===== src/rtl/universal_shift_reg.sv =====
// Universal register: parallel load, serial shift/rotate bursts with busy/done handshake.
// Define USR_COUNT_EN to enable the inc/dec ops (110/111) and the carry flag.
module universal_shift_reg #(
   parameter int LEN   = 8,
   parameter int AMT_W = 4
) (
   input  logic             clk,
   input  logic             clr,
   input  logic             clk_enable,
   input  logic             start,
   input  logic [2:0]       op,
   input  logic [AMT_W-1:0] amount,
   input  logic             abort,
   input  logic [LEN-1:0]   data,
   input  logic             sin_r,
   input  logic             sin_l,
   output logic [LEN-1:0]   q,
   output logic             sout_l,
   output logic             sout_r,
   output logic             busy,
   output logic             done,
   output logic             carry
);

   typedef enum logic [2:0] {
      OP_HOLD = 3'b000,
      OP_LOAD = 3'b001,
      OP_SHL  = 3'b010,
      OP_SHR  = 3'b011,
      OP_ROL  = 3'b100,
      OP_ROR  = 3'b101,
      OP_INC  = 3'b110,
      OP_DEC  = 3'b111
   } op_t;

   typedef enum logic {IDLE = 1'b0, BUSY = 1'b1} state_t;

   typedef struct packed {
      op_t              op;
      logic [AMT_W-1:0] remaining;
   } burst_t;

   state_t         state, state_nxt;
   burst_t         burst, burst_nxt;
   logic [LEN-1:0] q_r, q_nxt;
   logic           done_r, done_nxt;
   op_t            cmd;

   assign cmd = op_t'(op);

   function automatic logic [LEN-1:0] step(input op_t o, input logic [LEN-1:0] v,
                                           input logic sr, input logic sl);
      case (o)
         OP_SHL:  step = {v[LEN-2:0], sr};
         OP_SHR:  step = {sl, v[LEN-1:1]};
         OP_ROL:  step = {v[LEN-2:0], v[LEN-1]};
         OP_ROR:  step = {v[0], v[LEN-1:1]};
         default: step = v;
      endcase
   endfunction

`ifdef USR_COUNT_EN
   logic carry_r, carry_nxt;
`endif

   always_comb begin
      q_nxt     = q_r;
      state_nxt = state;
      burst_nxt = burst;
      done_nxt  = 1'b0;
`ifdef USR_COUNT_EN
      carry_nxt = carry_r;
`endif
      if (clk_enable) begin
         case (state)
            IDLE: begin
               if (start) begin
                  done_nxt = 1'b1;
                  case (cmd)
                     OP_LOAD: q_nxt = data;
`ifdef USR_COUNT_EN
                     OP_INC:  {carry_nxt, q_nxt} = {1'b0, q_r} + (LEN+1)'(1);
                     OP_DEC:  {carry_nxt, q_nxt} = {1'b0, q_r} - (LEN+1)'(1);
`endif
                     OP_SHL, OP_SHR, OP_ROL, OP_ROR: begin
                        if (amount != '0)
                           q_nxt = step(cmd, q_r, sin_r, sin_l);
                        // multi-step burst: first step taken now, rest from BUSY
                        if (amount > AMT_W'(1)) begin
                           done_nxt            = 1'b0;
                           state_nxt           = BUSY;
                           burst_nxt.op        = cmd;
                           burst_nxt.remaining = amount - AMT_W'(1);
                        end
                     end
                     default: ;
                  endcase
`ifdef USR_COUNT_EN
                  if (cmd != OP_INC && cmd != OP_DEC)
                     carry_nxt = 1'b0;
`endif
               end
            end
            BUSY: begin
               if (abort) begin
                  state_nxt           = IDLE;
                  burst_nxt.remaining = '0;
               end else begin
                  q_nxt               = step(burst.op, q_r, sin_r, sin_l);
                  burst_nxt.remaining = burst.remaining - AMT_W'(1);
                  if (burst.remaining == AMT_W'(1)) begin
                     state_nxt = IDLE;
                     done_nxt  = 1'b1;
                  end
               end
            end
            default: state_nxt = IDLE;
         endcase
      end
   end

   always_ff @(posedge clk) begin
      if (clr) begin
         q_r    <= '0;
         state  <= IDLE;
         burst  <= '0;
         done_r <= 1'b0;
      end else begin
         q_r    <= q_nxt;
         state  <= state_nxt;
         burst  <= burst_nxt;
         done_r <= done_nxt;
      end
   end

`ifdef USR_COUNT_EN
   always_ff @(posedge clk) begin
      if (clr) carry_r <= 1'b0;
      else     carry_r <= carry_nxt;
   end
   assign carry = carry_r;
`else
   assign carry = 1'b0;
`endif

   assign q      = q_r;
   assign sout_l = q_r[LEN-1];
   assign sout_r = q_r[0];
   assign busy   = (state == BUSY);
   assign done   = done_r;

endmodule


===== config.mk =====
export PLATFORM = sky130hd
export DESIGN_NAME = universal_shift_reg
export DESIGN_NICKNAME = d
export VERILOG_FILES = /design/src/rtl/universal_shift_reg.sv
export SDC_FILE = /design/constraint.sdc
export NUM_CORES = 1
export LEC_CHECK = 0
export CAP_MARGIN = 10
export CELL_PAD_IN_SITES_DETAIL_PLACEMENT = 1
export CELL_PAD_IN_SITES_GLOBAL_PLACEMENT = 2
export CORE_ASPECT_RATIO = 0.5
export CORE_UTILIZATION = 29
export CTS_BUF_LIST = sky130_fd_sc_hd__clkbuf_4 sky130_fd_sc_hd__clkbuf_8
export CTS_CLUSTER_DIAMETER = 50
export CTS_CLUSTER_SIZE = 20
export DETAILED_ROUTE_END_ITERATION = 8
export PLACE_DENSITY = 0.92
export SYNTH_ARGS = -nofsm -noshare
export SYNTH_HDL_FRONTEND = slang
export SYNTH_SLANG_ARGS = --single-unit

===== constraint.sdc =====
create_clock -name clk -period 2.95 [get_ports clk]
set_clock_uncertainty 0.1 [all_clocks]
set_input_delay 0.59 -clock clk [delete_from_list [all_inputs] [get_ports clk]]
set_output_delay 0.59 -clock clk [all_outputs]
set_load 0.02 [all_outputs]

; Word-level counts from Yosys, hierarchy flattened
; Cells that the tools add are included.
[totals]
register_bits = 17
latchBits = 0
mem_bits_rw = 0
mem_bits_ro = 0
in_bits = 22
out_inout_bits = 13
word_cells = 58
memories = 0
[op_classes]
n_addsub = 2
multipliers = 0
div_mod_pow = 0
n_lt_le_gt_ge = 1
eq_ne = 18
shift = 0
muxes = 24
bitwise_logic = 2
n_reduce_logical = 6
[op_table]
columns = operator, n
row1 = $pmux W8 S4, 2
row2 = $pmux W8 S2, 2
row3 = $mux W8, 3
row4 = $mux W4, 4
row5 = $eq A3 B2 Y1 const B, 4
row6 = $eq A3 B3 Y1 const B, 4
row7 = $mux W1, 10
row8 = $pmux W4 S2, 1
row9 = $sub A4 B1 Y4 const B, 2
row10 = $reduce_and A7 Y1, 1
row11 = $ne A2 B2 Y1 const B, 3
row12 = $ne A6 B6 Y1 const B, 1
row13 = $ne A5 B1 Y1 const B, 1
row14 = $reduce_and A5 Y1, 1
row15 = $eq A4 B1 Y1 const B, 1
row16 = $gt A4 B1 Y1 const B, 1
row17 = $pmux W1 S2, 2
row18 = $reduce_and A4 Y1, 1
row19 = $reduce_bool A4 Y1, 1
row20 = $reduce_or A4 Y1, 1
row21 = $eq A3 B1 Y1 const B, 1
row22 = $ne A3 B1 Y1 const B, 1
row23 = $ne A3 B3 Y1 const B, 1
row24 = $ne A2 B1 Y1 const B, 1
row25 = other kinds (2), 3

; Longest topological paths before layout
[depth]
word_depth = 6
ltp_mapped = 7
depth_no_buf = 6

; Worst setup path after synthesis
; No wires, ideal clock.
[synth_path]
path_type = input to register
startpoint = input amount[1]
endpoint = register q_r[6] (netlist: q[6])
setup_ps = 117
t_arrival_ps = 2017
required_time_ps = 2733
setup_slack_ps = 716
stages = 7
path_buffers = 1
path_cell_list = inv_1 > ha_1 > or3b_1 > a221o_1 > and4_1 > buf_6 > a32o_1
[synth_via]
elab_chain_cells = 3
[synth_rtl]
columns = item, line
row1 = start: declaration, 12  ; input logic [AMT_W-1:0] amount,
row2 = $reduce_bool A4 Y1, 86  ; if (amount != '0)
row3 = $ne A3 B3 Y1 (no source line), n/a
row4 = $reduce_and A7 Y1 (no source line), n/a
row5 = end signal: assignment, 129  ; q_r <= q_nxt;
row6 = end: declaration, 45  ; logic [LEN-1:0] q_r, q_nxt;
; No other way between the ends.
; A chain may end at the register's enable or synchronous reset.

; Worst setup path after layout
[layout_path]
startpoint = input amount[0]
endpoint = register q_r[5] (netlist: q[5])
; Same word-level chain as after synthesis.

==> run summary <==
status - completed
fin crit share - 0.889
Final setup violation count - 0
CP startpoint kind - primary input
multi-input logic area - 902 µm²
WP data arrival - 2.72 ns
setup TNS - 0 ns
WL per Instance - 15.9 µm
Die H - 50.4 µm
Synth top area share - 0.251
Worst R2R Setup Slack - 0.86 ns
Mapped Avg Cell Area - 8.22 µm²
Reg clk slew, reported paths - 0.07 ns
gr ovfl total - 0
worst vdd ir - 0.000158 V
largest net degree at the start of global routing - 17
Longest Clk Path Bufs - 2
Worst-Margin Slew - 0.832 ns
Mapped Area - 1360 µm²
sw frac - 0.304
top_reg_cell synth - dfxtp_1
busiest grt layer - met2
Max Clk Rate - 381 MHz
Num CTS Buffers - 3
boundary pin count - 35
CTS Sinks - 17
DR DRC count - 0
cts hold-fix bufs - 0
initial drt markers - 40
chip width - 98.7 µm
sequential share of the synthesized area - 0.251
DP Wirelength - 3100 µm
drt total wl - 4030 µm
row count - 17
layout cells sized above 1 - 0.0918
CTS H-tree depth - 1
vias per inst - 5.43
P_leak - 0.660 nW
Slew Viols, Final - 0
final hold violations - 0
cells taking the most area after synthesis - dfxtp_1 25%, mux2i_1 6.6%, mux2_2 4.2%
design internal power - 0.000440 W
via count - 1374
fin cells - 253
hold slack - 0.404 ns
Skew-Pair Late Insertion Delay - 0.25 ns
GR Util met3 - 0.0306
initial antenna violation count - 0
fillers - 512
all-layer global routing usage - 0.173
combinational power share - 0.301
post-route cell area - 1790 µm²
TritonRoute pass-1 iters - 4
max_cap viols - 0
number of synthesized flops with an enable pin - 0
PostCTS Resize Cnt - 0
unique cell type count in the Yosys netlist - 50
Final #Nets - 223
unrepaired setup endpoints after global routing - false
number of global-route vias before repair - 1357
P&R area growth vs syn - 31.7%
Req. time, crit path - 3.04 ns
Crit Path Max Fanout - 8
core area - 4450 µm²
Crit Path Class - primary input to flip-flop
met2 usage - 0.297
Syn Nets - 191
die area - 4970 µm²
Post-CTS Setup Bufs - 0
Sw Pwr - 0.000192 W
I/O Buffers - 33
clock power share - 0.291
worst min path class - flip-flop to flip-flop
FF+latch area - 340 µm²
GPL Wtd Cong - 0.813
fin crit period - 2.62 ns
power density over the cells - 354 nW/µm²
Initial Utilization - 0.305
Setup WS pre-CTS - 0.0843 ns
ys async rst share - 0
Ant. Diodes - 0
critical path endpoint category - flip-flop
Synth Instances - 165
setup ws final - 0.328 ns
largest area contributor in the netlist - dfxtp_1
TritonCTS clock tree - built
Placed Area - 1740 µm²
worst rel slew slack - 0.437
Flop pwr share - 0.408
Inst Count DP - 249
Root Driver - clkbuf_8
first-pass GRT wire length - 6790 µm
flops & latches, synth - 17
antenna-violating nets left - 0
GR Layer Usage met1 - 0.236
Synthesis Warnings - 0
## cell families after synthesis
family / count (synthesis) / synth area share
flops: 17 / 0.251
simple gates: 46 / 0.172
other cells: 1 / 0.00276
compound gates: 53 / 0.302
fa+ha+maj: 4 / 0.0369
mux: 14 / 0.108
buf+inv: 24 / 0.0839
xor+xnor: 6 / 0.0443
## state kept, by name, summed over array words and instances, names as in the netlist
name / flops
burst: 7
busy: 1
done: 1
q: 8
## Yosys cell counts, types with 3 or more instances
library cell / number
dfxtp_1: 17
nand2_1: 12
inv_1: 11
nor2_1: 10
mux2i_1: 9
o21ai_0: 8
nand3_1: 6
a21oi_1: 5
a22o_1: 5
a32o_1: 5
clkbuf_1: 5
mux2_2: 5
a211oi_1: 4
buf_2: 4
ha_1: 4
o211ai_1: 4
buf_4: 3
nand2b_1: 3
nor3_1: 3
o221ai_1: 3
or3_1: 3
xor2_1: 3
## power groups by stage
| stage | registers (W) | logic (W) | clock network [W] |
|---|---|---|---|
| 2_1_floorplan | 0.000262 | 0.000111 | 0 |
| 6_report | 0.000258 | 0.000190 | 0.000184 |
| 3_5_place_dp | 0.000263 | 0.000190 | 0 |
| 3_3_place_gp | 0.000263 | 0.000186 | 0 |
| 5_1_grt | 0.000260 | 0.000209 | 0.000204 |
| 4_1_cts | 0.000258 | 0.000191 | 0.000187 |
## critical path: stages
cell and delay [ns]:
clkdlybuf4s50_1 0.45, inv_1 0.09, ha_1 0.19, or3b_1 0.39, a221o_1 0.36, a31oi_2 0.43, a22o_1 0.21
## layout make-up
cell class | instances | area share
multi-input combinational | 124 | 0.505
timing repair buffer | 40 | 0.214
sequential | 17 | 0.190
tap | 57 | 0.0399
clock buffer | 4 | 0.0273
inverter | 11 | 0.0231
## worst paths after layout
check | start | end | cells past startpoint
max reg2reg | burst[5]$_SDFFE_PP0P_ | q[6]$_SDFFE_PP0P_ | 4
min reg2reg | burst[3]$_SDFFE_PP0P_ | burst[3]$_SDFFE_PP0P_ | 2
min | burst[3]$_SDFFE_PP0P_ | burst[3]$_SDFFE_PP0P_ | 2
max | amount[0] | q[5]$_SDFFE_PP0P_ | 7
## placed cells by master, fill, tap and decap left out, drive strengths merged, types with 2 or more instances in the layout
master	synthesis	layout
ha	4	4
nand3b	2	2
or3	3	3
a211oi	4	4
nor3	3	3
nand2b	3	3
mux2i	9	9
o311a	2	2
buf	8	7
a32o	5	5
clkdlybuf4s50	0	33
o32ai	2	2
o21ai	8	8
o311ai	2	2
a21oi	5	5
o221ai	3	3
xor2	4	4
xnor2	2	2
a22o	5	5
clkbuf	5	4
o211ai	4	4
nand2	12	12
inv	11	11
o22ai	2	2
mux2	5	5
nor2	10	10
dfxtp	17	17
nand3	6	6
## through the flow
step                      utilization  total power (W)
after global routing            0.402         0.000672
after floorplan                     -         0.000372
final                           0.402         0.000632
after global placement          0.391         0.000449
after CTS                       0.402         0.000637
after detailed placement        0.391         0.000454
## metal layers
metal	vias up	share of wire	wire (µm)
met3	0	0.024	96
met2	22	0.48	1920
met5	-	0	0
li1	685	-	-
met1	667	0.50	2010
met4	0	0	0
Power figures use the tool's default switching activity.
